$ cat src/rtl/fact_pkg.sv
// Shared definitions for the factorial accelerator: register map, FSM encoding
// and operand limits.
package fact_pkg;

  localparam int DATA_W    = 32;
  localparam int N_W       = 4;
  localparam int DEF_MAX_N = 12;

  localparam logic [1:0] N_OFS    = 2'd0;
  localparam logic [1:0] GO_OFS   = 2'd1;
  localparam logic [1:0] STAT_OFS = 2'd2;
  localparam logic [1:0] RES_OFS  = 2'd3;

  typedef enum logic {
    IDLE = 1'b0,
    BUSY = 1'b1
  } state_t;

endpackage

$ cat src/rtl/fact_dp.sv
// Factorial datapath: down-counter, running product (32x4 multiply) and the
// result register that is only updated when a computation completes.
module fact_dp
  import fact_pkg::*;
(
  input  logic              clk,
  input  logic              rst_n,
  input  logic              load,
  input  logic              step,
  input  logic              finish,
  input  logic [N_W-1:0]    n,
  output logic              last,
  output logic [DATA_W-1:0] result
);

  logic [N_W-1:0]    cnt;
  logic [DATA_W-1:0] prod;
  logic [DATA_W-1:0] prod_next;

  // Only the low 32 bits of the product are kept; 12! still fits.
  assign prod_next = prod * {{(DATA_W-N_W){1'b0}}, cnt};
  assign last      = (cnt[N_W-1:1] == '0);

  always_ff @(posedge clk or negedge rst_n) begin
    if (!rst_n) begin
      cnt    <= '0;
      prod   <= DATA_W'(1);
      result <= '0;
    end else if (load) begin
      cnt  <= n;
      prod <= DATA_W'(1);
    end else if (step) begin
      cnt  <= cnt - N_W'(1);
      prod <= prod_next;
    end else if (finish) begin
      result <= prod;
    end
  end

endmodule

$ cat src/rtl/fact_accel.sv
// Memory-mapped factorial accelerator: N/GO/STATUS/RESULT window, control FSM
// and combinational read mux around the fact_dp datapath.
module fact_accel
  import fact_pkg::*;
#(
  parameter int MAX_N = DEF_MAX_N
) (
  input  logic              clk,
  input  logic              rst_n,
  input  logic [1:0]        A,
  input  logic              WE,
  input  logic [DATA_W-1:0] WD,
  output logic [DATA_W-1:0] RD
);

  state_t            state_q, state_d;
  logic [N_W-1:0]    n_q;
  logic              done_q, done_d;
  logic              err_q, err_d;
  logic              go, n_ok;
  logic              load, step, finish, last;
  logic [DATA_W-1:0] result;
  logic              unused_wd;

  assign unused_wd = ^WD[DATA_W-1:N_W];
  assign go        = WE && (A == GO_OFS) && WD[0];
  assign n_ok      = (int'(n_q) <= MAX_N);

  always_ff @(posedge clk or negedge rst_n) begin
    if (!rst_n) begin
      state_q <= IDLE;
      n_q     <= '0;
      done_q  <= 1'b0;
      err_q   <= 1'b0;
    end else begin
      state_q <= state_d;
      done_q  <= done_d;
      err_q   <= err_d;
      if (WE && (A == N_OFS)) n_q <= WD[N_W-1:0];
    end
  end

  // GO is only honoured in IDLE; rejected starts leave the result untouched.
  always_comb begin
    state_d = state_q;
    done_d  = done_q;
    err_d   = err_q;
    load    = 1'b0;
    step    = 1'b0;
    finish  = 1'b0;
    case (state_q)
      IDLE: begin
        if (go) begin
          done_d = 1'b0;
          if (n_ok) begin
            state_d = BUSY;
            load    = 1'b1;
            err_d   = 1'b0;
          end else begin
            err_d = 1'b1;
          end
        end
      end
      BUSY: begin
        if (last) begin
          finish  = 1'b1;
          done_d  = 1'b1;
          state_d = IDLE;
        end else begin
          step = 1'b1;
        end
      end
      default: state_d = IDLE;
    endcase
  end

  fact_dp u_dp (
    .clk    (clk),
    .rst_n  (rst_n),
    .load   (load),
    .step   (step),
    .finish (finish),
    .n      (n_q),
    .last   (last),
    .result (result)
  );

  always_comb begin
    RD = '0;
    case (A)
      N_OFS:    RD = {{(DATA_W-N_W){1'b0}}, n_q};
      GO_OFS:   RD = {{(DATA_W-1){1'b0}}, (state_q == BUSY)};
      STAT_OFS: RD = {{(DATA_W-2){1'b0}}, err_q, done_q};
      RES_OFS:  RD = result;
      default:  RD = '0;
    endcase
  end

endmodule

$ cat config.mk
export PLATFORM = sky130hd
export DESIGN_NAME = fact_accel
export DESIGN_NICKNAME = d
export VERILOG_FILES = /design/src/rtl/fact_pkg.sv /design/src/rtl/fact_dp.sv /design/src/rtl/fact_accel.sv
export SDC_FILE = /design/constraint.sdc
export NUM_CORES = 1
export LEC_CHECK = 0
export BUFFER_PORTS_ARGS = -buffer_cell sky130_fd_sc_hd__buf_2
export CAP_MARGIN = 10
export CORE_MARGIN = 8
export CORE_UTILIZATION = 55
export CTS_CLUSTER_SIZE = 12
export DETAILED_ROUTE_END_ITERATION = 6
export PLACE_DENSITY = 0.75
export SETUP_SLACK_MARGIN = 0.05
export SLEW_MARGIN = 10
export SYNTH_ARGS = -nofsm -noshare
export SYNTH_HDL_FRONTEND = slang
export SYNTH_SLANG_ARGS = --single-unit
$ cat constraint.sdc
create_clock -name clk -period 12.76 [get_ports clk]
set_clock_uncertainty 0.1 [all_clocks]
set_input_delay 3.828 -clock clk [delete_from_list [all_inputs] [get_ports clk]]
set_output_delay 3.828 -clock clk [all_outputs]
set_load 0.02 [all_outputs]
==> results of run 1 <==
-- power groups by stage --
stage / Sequential (W) / Combinational, W / Clock (W)
3_5_place_dp: 0.000457 / 0.00103 / 0
6_report: 0.000454 / 0.00104 / 0.000304
3_3_place_gp: 0.000452 / 0.00100 / 0
2_1_floorplan: 0.000385 / 0.000863 / 0
5_1_grt: 0.000470 / 0.00117 / 0.000317
4_1_cts: 0.000452 / 0.00104 / 0.000308
-- per-stage QoR --
step                      util [%]  cell area [µm²]  hold WS (ns)  setup WS (ns)  power [W]
after floorplan                  -             7240         0.373           4.17    0.00125
after global placement        57.5             7500         0.382           3.84    0.00145
after detailed placement      57.5             7500         0.389           3.81    0.00148
after CTS                     60.2             7850         0.402           3.81    0.00180
after global routing          60.2             7850         0.416           3.73    0.00196
final                         60.2             7850         0.401           3.80    0.00180
-- sequential cells by signal, summed over array words and instances, names as in the netlist --
signal and cells:
u_dp.result 32, u_dp.cnt 4, state_q 1, err_q 1, done_q 1, n_q 4
u_dp.prod 32
-- synthesized netlist by cell type, types with 4 or more instances --
master      n
inv_1     116
and2_1     90
nand2_1    84
dfrtp_1    74
fa_1       57
a21oi_1    39
clkbuf_1   38
mux2_2     36
ha_1       33
and3_1     32
nor2_1     27
o21ai_0    26
nand3_1    15
a21o_1     12
nand4_1    11
o21ai_1    11
xnor2_1     9
xor2_1      9
a211oi_1    7
a22o_1      7
nor3_1      7
nand2b_1    5
o211ai_1    5
o21bai_1    5
a221o_1     4
a32o_1      4
buf_2       4
o2111a_1    4
or3_1       4
-- path summary, 6_finish.rpt --
| path | startpoint | end | slack (ns) | cells after the start |
|---|---|---|---|---|
| max reg2reg | u_dp.cnt[3] | u_dp.prod[30] | 7.88 | 11 |
| min | u_dp.result[4] | u_dp.result[4] | 0.40 | 1 |
| min in group asynchronous | rst_n | u_dp.result[18] | 3.54 | 1 |
| max | A[0] | RD[0] | 3.80 | 3 |
| min reg2reg | u_dp.result[4] | u_dp.result[4] | 0.40 | 1 |
| max in group asynchronous | rst_n | u_dp.result[4] | 8.34 | 1 |
-- metal layers --
metal	routed length [µm]	track usage, %	up-vias
li1	-	-	2745
met1	7680	29.5	2947
met2	8130	35.7	152
met3	963	2.80	21
met4	226	6.68	0
met5	0	0	-
-- final cells by class --
type,count,area share (%)
clock inverters,6,1.43
repair buffers,46,3.16
inverters,117,5.60
well taps,176,2.81
multi-input cells,583,60.0
flip-flops and latches,75,23.9
clock buffers,10,3.04
-- worst max-delay path: cells and delay by family --
kind	cells	cell delay [ns]
buf+inv	2	0.61
mux	1	0.59
-- cell families (layout without fill, tap and decap cells) --
logic type	after synthesis	after routing	share of synthesized area, %
AO/OA/AOI/OAI	152	152	14.3
XOR/XNOR	19	19	2.49
adder cells (fa/ha/maj)	90	90	21.5
buffers and inverters	164	179	9.05
flip-flops	75	75	25.9
multiplexers	38	38	6.05
AND/OR/NAND/NOR	284	284	20.7
==> metrics.md, run 1 <==
| Metric | Value |
|---|---|
| Status | complete, no violations |
| Drt pass-1 iters | 5 |
| Setup Buffers After CTS | 0 |
| Initial antenna violation count | 0 |
| Post-DP HPWL | 12.2 mm |
| CP cell instances | buf_2 -> mux4_2 -> buf_2 |
| Max IR drop VDD | 0.0864 mV |
| #FFs+latches synth | 75 |
| Critical Path AT | 5.03 ns |
| Ant diodes | 0 |
| Area used by multi-input combinational logic | 4710 µm² |
| Slew Limit Fails | 0 |
| Number of synthesized flops with an enable pin | 0 |
| Final hold violation count | 0 |
| Routed length per instance | 16.8 µm |
| First-pass GRT wire length | 29.3 mm |
| P_int | 0.000935 W |
| Clk buf depth | 2 |
| TritonCTS Buffers | 9 |
| Largest stage delay, worst path | 0.59 ns |
| Crit Path Max Fanout | 35 |
| Part of the power in registers | 25.3% |
| Layout Area Growth over Synthesis | 8.38% |
| DR DRC count | 0 |
| Synth Warn # | 0 |
| Fmax achieved | 112 MHz |
| Crit. End Element | output port |
| Top_reg_cell synth | dfrtp_1 |
| Total number of vias | 5865 |
| Pin count of the biggest net entering global routing | 76 |
| Post-Syn Area | 7240 µm² |
| GRT Residual Overflow | 0 |
| Fin crit period | 8.96 ns |
| Clock-pin slew on the worst setup and hold paths | 0.06 ns |
| Gate power share | 57.9% |
| Slew @ Worst Pin | 1.02 ns |
| Vias per inst | 5.79 |
| Net Switching | 0.000864 W |
| Gpl congestion | 0.954 |
| Starting DRT DRC Count | 460 |
| Layout cells sized above 1 | 12.9% |
| Unrepaired setup endpoints after global routing | no |
| Non-Filler Instances | 1013 |
| Lkg Pwr | 3.98 nW |
| Switching Fraction | 48.0% |
| CTS tree | built |
| TritonCTS Sinks | 75 |
| Register area share after synthesis | 25.9% |
| Total GRT Usage | 21.8% |
| Root Buffer | clkbuf_16 |
| Die H | 131 µm |
| PwrDens | 229 nW/µm² |
| Top cells by area, synth | dfrtp_1 26%, fa_1 16%, and2_1 7.8% |
| Startpoint types | input pin |
| Die X-Extent | 131 µm |
| Syn_area_per_cell | 8.81 µm² |
| Setup CP Type | in2out |
| Area leader, netlist | dfrtp_1 |
| Worst Hold Class | reg2reg |
| Crit-path most repeated cell | buf_2 |
| Mapped Cells | 822 |
| Synth cell types | 63 |
| Fill count | 1171 |
| DRT Wirelength | 17.0 mm |
| Vias in the first global route | 5786 |
| Worst path required time | 8.83 ns |
| Hold buffer count at cts | 0 |
| Die area | 17100 µm² |
| Slowest cell on the critical path | mux4_2 |
| Final setup vio count | 0 |
| Synth top area share | 25.6% |
| Post_cts resized | 0 |
| Rows | 42 |
| Antenna-violating nets left | 0 |
| Port Buf Inserts | 40 |
| Maxcap violations | 0 |
| Commonest non-fill, non-tap cell in the layout | inv_1 |
| Dpl cells | 997 |
| Register cell area after layout | 1880 µm² |
| Nets | 959 |
| I/O pin total | 69 |
| Core Area | 13000 µm² |
| Syn Nets | 949 |
| Clk_lat worst skew | 0.35 ns |
| Fin crit share | 70.2% |
| Initial Util | 55.6% |
| Max_slew headroom | 31.9% |
| Async SR Flop Fraction | 100% |
| Clock power share | 16.9% |
| Setup_tns | 0 ns |
| H-tree depth | 3 |
| Most frequent cells in the layout | 116 x inv_1, 90 x and2_1, 84 x nand2_1, 74 x dfrtp_1, 57 x fa_1 |
No activity file was read; power rests on OpenSTA's default activity.
==> run 2: changes to the inputs <==
PLACE_DENSITY = 0.78   (was 0.75)
clock period = 8.24 ns   (was 12.76 ns; I/O delays follow)
==> metrics.md, run 2 (synthesis results as in run 1) <==
| Metric | Value |
|---|---|
| Vias per inst | 5.78 |
| Die X-Extent | 131 µm |
| Gpl congestion | 0.938 |
| Slew Limit Fails | 0 |
| Final hold violation count | 0 |
| Vias in the first global route | 5822 |
| Worst Hold Class | reg2reg |
| Fmax achieved | 161 MHz |
| Initial antenna violation count | 0 |
| Maxcap violations | 0 |
| CTS tree | built |
| DR DRC count | 0 |
| Rows | 42 |
| Post-DP HPWL | 11.8 mm |
| Crit-path most repeated cell | buf_2 |
| Port Buf Inserts | 40 |
| PwrDens | 348 nW/µm² |
| Max IR drop VDD | 0.116 mV |
| Layout Area Growth over Synthesis | 7.48% |
| Clk_lat worst skew | 0.35 ns |
| I/O pin total | 69 |
| Net Switching | 0.00133 W |
| Clock power share | 14.7% |
| Crit. End Element | output port |
| Critical Path AT | 3.62 ns |
| Pre-CTS setup slack | 2.02 ns |
| First-pass GRT wire length | 28.8 mm |
| P_int | 0.00138 W |
| Fin crit share | 75.2% |
| Initial Util | 55.6% |
| Ant diodes | 0 |
| Startpoint types | input pin |
| Part of the power in registers | 26.7% |
| Largest stage delay, worst path | 0.57 ns |
| Routed length per instance | 16.5 µm |
| Fin crit period | 6.20 ns |
| Slew @ Worst Pin | 1.14 ns |
| Final setup vio count | 0 |
| Most frequent cells in the layout | 116 x inv_1, 90 x and2_1, 84 x nand2_1, 74 x dfrtp_1, 57 x fa_1 |
| Clock-pin slew on the worst setup and hold paths | 0.06 ns |
| Largest regs | u_dp.prod x32, u_dp.result x32 |
| Die area | 17100 µm² |
| Unrepaired setup endpoints after global routing | no |
| Commonest non-fill, non-tap cell in the layout | inv_1 |
| H-tree depth | 3 |
| Core Area | 13000 µm² |
| Pin count of the biggest net entering global routing | 76 |
| Starting DRT DRC Count | 458 |
| Total GRT Usage | 21.3% |
| Nets | 958 |
| Lkg Pwr | 3.96 nW |
| Setup Buffers After CTS | 0 |
| Crit Path Max Fanout | 35 |
| CP cell instances | buf_2 -> mux4_2 -> buf_2 |
| Status | complete, no violations |
| Gate power share | 58.6% |
| Switching Fraction | 49.2% |
| Max_slew headroom | 24.3% |
| Slowest cell on the critical path | mux4_2 |
| GRT Residual Overflow | 0 |
| Post_cts resized | 0 |
| Fill count | 1194 |
| Setup_tns | 0 ns |
| Hold buffer count at cts | 0 |
| Root Buffer | clkbuf_16 |
| TritonCTS Sinks | 75 |
| DRT Wirelength | 16.7 mm |
| Drt pass-1 iters | 4 |
| Die H | 131 µm |
| Layout cells sized above 1 | 12.8% |
| Total number of vias | 5849 |
| Setup WS post-layout | 2.04 ns |
| Clk buf depth | 2 |
| TritonCTS Buffers | 9 |
| Worst path required time | 5.67 ns |
| Setup CP Type | in2out |
| Antenna-violating nets left | 0 |
## run 2: final timing paths
check                               start              end  slack (ns)  cells past startpoint
max                                  A[0]            RD[0]        2.04                      3
max in group asynchronous           rst_n  u_dp.result[30]        5.21                      1
min reg2reg                u_dp.result[5]   u_dp.result[5]        0.40                      1
min                        u_dp.result[5]   u_dp.result[5]        0.40                      1
min in group asynchronous           rst_n  u_dp.result[15]        2.19                      1
max reg2reg                   u_dp.cnt[3]    u_dp.prod[30]        3.26                     11
## run 2: power groups by stage
stage	combinational [W]	clock [W]	sequential, W
after floorplan	0.00134	0	0.000596
after global placement	0.00152	0	0.000723
after detailed placement	0.00157	0	0.000727
after CTS	0.00159	0.000403	0.000720
after global routing	0.00180	0.000417	0.000749
final	0.00159	0.000399	0.000723
## run 2: critical path, delay by kind of cell
kind / cells / cell delay [ns]
buffers and inverters: 2 / 0.58
muxes: 1 / 0.57
## run 2: cell type report
type / count / area [µm²] / share of cell area (%)
multi-input cells: 583 / 4710 / 60.5
flip-flops and latches: 75 / 1880 / 24.1
well taps: 176 / 220 / 2.83
clock buffers: 9 / 225 / 2.89
clock inverters: 7 / 68.8 / 0.884
inverters: 117 / 439 / 5.64
repair buffers: 45 / 240 / 3.09
## run 2: per-layer routing
metal,global-route usage [%],vias up,wire [µm]
met2,35.0,126,8180
met5,0,-,0
li1,-,2762,-
met4,7.97,0,352
met1,28.2,2935,7440
met3,2.60,26,750
## run 2: per-stage QoR
| step | instance area, µm² | hold WS (ns) | total power [W] | utilization (%) | std cells |
|---|---|---|---|---|---|
| after global routing | 7780 | 0.416 | 0.00297 | 59.7 | 1012 |
| after global placement | 7490 | 0.382 | 0.00224 | 57.5 | 996 |
| after detailed placement | 7490 | 0.390 | 0.00229 | 57.5 | 996 |
| after floorplan | 7240 | 0.373 | 0.00193 | - | 822 |
| after CTS | 7780 | 0.403 | 0.00271 | 59.7 | 1012 |
| final | 7780 | 0.398 | 0.00271 | 59.7 | 1012 |
==> run 3: changes to the inputs <==
PLACE_DENSITY = 0.75   (was 0.78)
clock period = 6.3 ns   (was 8.24 ns; I/O delays follow)
==> metrics.md, run 3 (synthesis results as in run 1) <==
| Metric | Value |
|---|---|
| Fin crit share | 80.4% |
| Gr busiest metal | met2 |
| Met3 Use GR | 2.56% |
| GRT Residual Overflow | 0 |
| Routed length per instance | 16.9 µm |
| Nets | 959 |
| GR Util met1 | 29.9% |
| Total number of vias | 5798 |
| Post-DP HPWL | 12.3 mm |
| Final instance area | 7820 µm² |
| Maxcap violations | 0 |
| Beginning of the critical path | A[0] |
| Final hold violation count | 0 |
| CTS tree | built |
| Core Area | 13000 µm² |
| Vias per inst | 5.72 |
| Status | finished with violations |
| Hold path startpoint | u_dp.result[8] |
| Die X-Extent | 131 µm |
| First-pass GRT wire length | 30.0 mm |
| Root Buffer | clkbuf_16 |
| Initial Util | 55.6% |
| Startpoint types | input pin |
| Worst path required time | 4.31 ns |
| Setup_tns | 0 ns |
| Critical Path AT | 3.08 ns |
| Layout Area Growth over Synthesis | 8.03% |
| Crit Path Max Fanout | 35 |
| Pin count of the biggest net entering global routing | 76 |
| H-tree depth | 3 |
| Fmax achieved | 197 MHz |
| DRT Wirelength | 17.1 mm |
| Hold buffer count at cts | 0 |
| Setup Buffers After CTS | 0 |
| Final setup vio count | 0 |
| Crit. End Element | output port |
| Post-place instance area | 7500 µm² |
| Drt pass-1 iters | 7 |
| Worst Hold Class | reg2reg |
| Unrepaired setup endpoints after global routing | no |
| Tot Pwr | 0.00360 W |
| Initial antenna violation count | 0 |
| Antenna-violating nets left | 0 |
| Slew @ Worst Pin | 1.11 ns |
| Critical R2R Launch | u_dp.cnt[2] |
| Post_cts resized | 0 |
| Clk_lat worst skew | 0.35 ns |
| Max_slew headroom | 26.2% |
| Met2 usage | 36.0% |
| Commonest non-fill, non-tap cell in the layout | inv_1 |
| Largest regs | u_dp.prod x32, u_dp.result x32 |
| Lkg Pwr | 3.98 nW |
| Clock-pin slew on the worst setup and hold paths | 0.06 ns |
| WHS | 0.400 ns |
| Final core utilization | 60.0% |
| Die H | 131 µm |
| Starting DRT DRC Count | 461 |
| Clk buf depth | 2 |
| Layout cells sized above 1 | 12.9% |
| Max IR drop VDD | 0.222 mV |
| Gpl congestion | 0.966 |
| I/O pin total | 69 |
| PwrDens | 460 nW/µm² |
| Vias in the first global route | 5985 |
| Port Buf Inserts | 40 |
| Violated checks | design-rule violations |
| Ant diodes | 0 |
| Die area | 17100 µm² |
| Setup CP Type | in2out |
| Total GRT Usage | 22.3% |
| Fin crit period | 5.07 ns |
| TritonCTS Buffers | 9 |
| Slew Limit Fails | 0 |
| TritonCTS Sinks | 75 |
| DR DRC count | 5 |
| Rows | 42 |
| Most frequent cells in the layout | 116 x inv_1, 90 x and2_1, 84 x nand2_1, 74 x dfrtp_1, 57 x fa_1 |
==> run 3: worst paths after layout <==
| kind | to | slack, ns | depth (start not counted) |
|---|---|---|---|
| worst max-delay path | RD[0] | 1.23 | 3 |
| worst min-delay path | u_dp.result[8] | 0.40 | 1 |
| worst max register to register | u_dp.prod[30] | 1.35 | 11 |
| worst min register to register | u_dp.result[8] | 0.40 | 1 |
| max in group asynchronous | u_dp.prod[31] | 3.82 | 1 |
| min in group asynchronous | u_dp.result[18] | 1.58 | 1 |
==> run 3: power breakdown <==
group / internal (W) / switching (W)
combinational: 0.000827 / 0.00126
sequential: 0.000667 / 0.000267
clock: 0.000350 / 0.000229
total: 0.00184 / 0.00176
==> run 3: routing by layer <==
layer / up-vias / wire length (µm)
met1: 2912 / 7830
met5: - / 0
met2: 118 / 8230
li1: 2743 / -
met3: 25 / 713
met4: 0 / 375
==> run 3: through the flow <==
| step | worst slack [ns] | cells |
|---|---|---|
| 2_1_floorplan | 1.59 | 822 |
| 3_3_place_gp | 1.25 | 997 |
| 3_5_place_dp | 1.23 | 997 |
| 4_1_cts | 1.23 | 1013 |
| 5_1_grt | 1.06 | 1013 |
| 6_report | 1.23 | 1013 |
==> run 3: cell type report <==
type | instances | area (µm²)
fillers | 1170 | 5210
multi-input cells | 583 | 4710
flip-flops and latches | 75 | 1880
inverters | 117 | 439
repair buffers | 46 | 248
clock buffers | 9 | 225
well taps | 176 | 220
clock inverters | 7 | 101
==> run 3: worst max-delay path, cell delays in order <==
cell and delay [ns]:
buf_2 0.43, mux4_2 0.57, buf_2 0.17
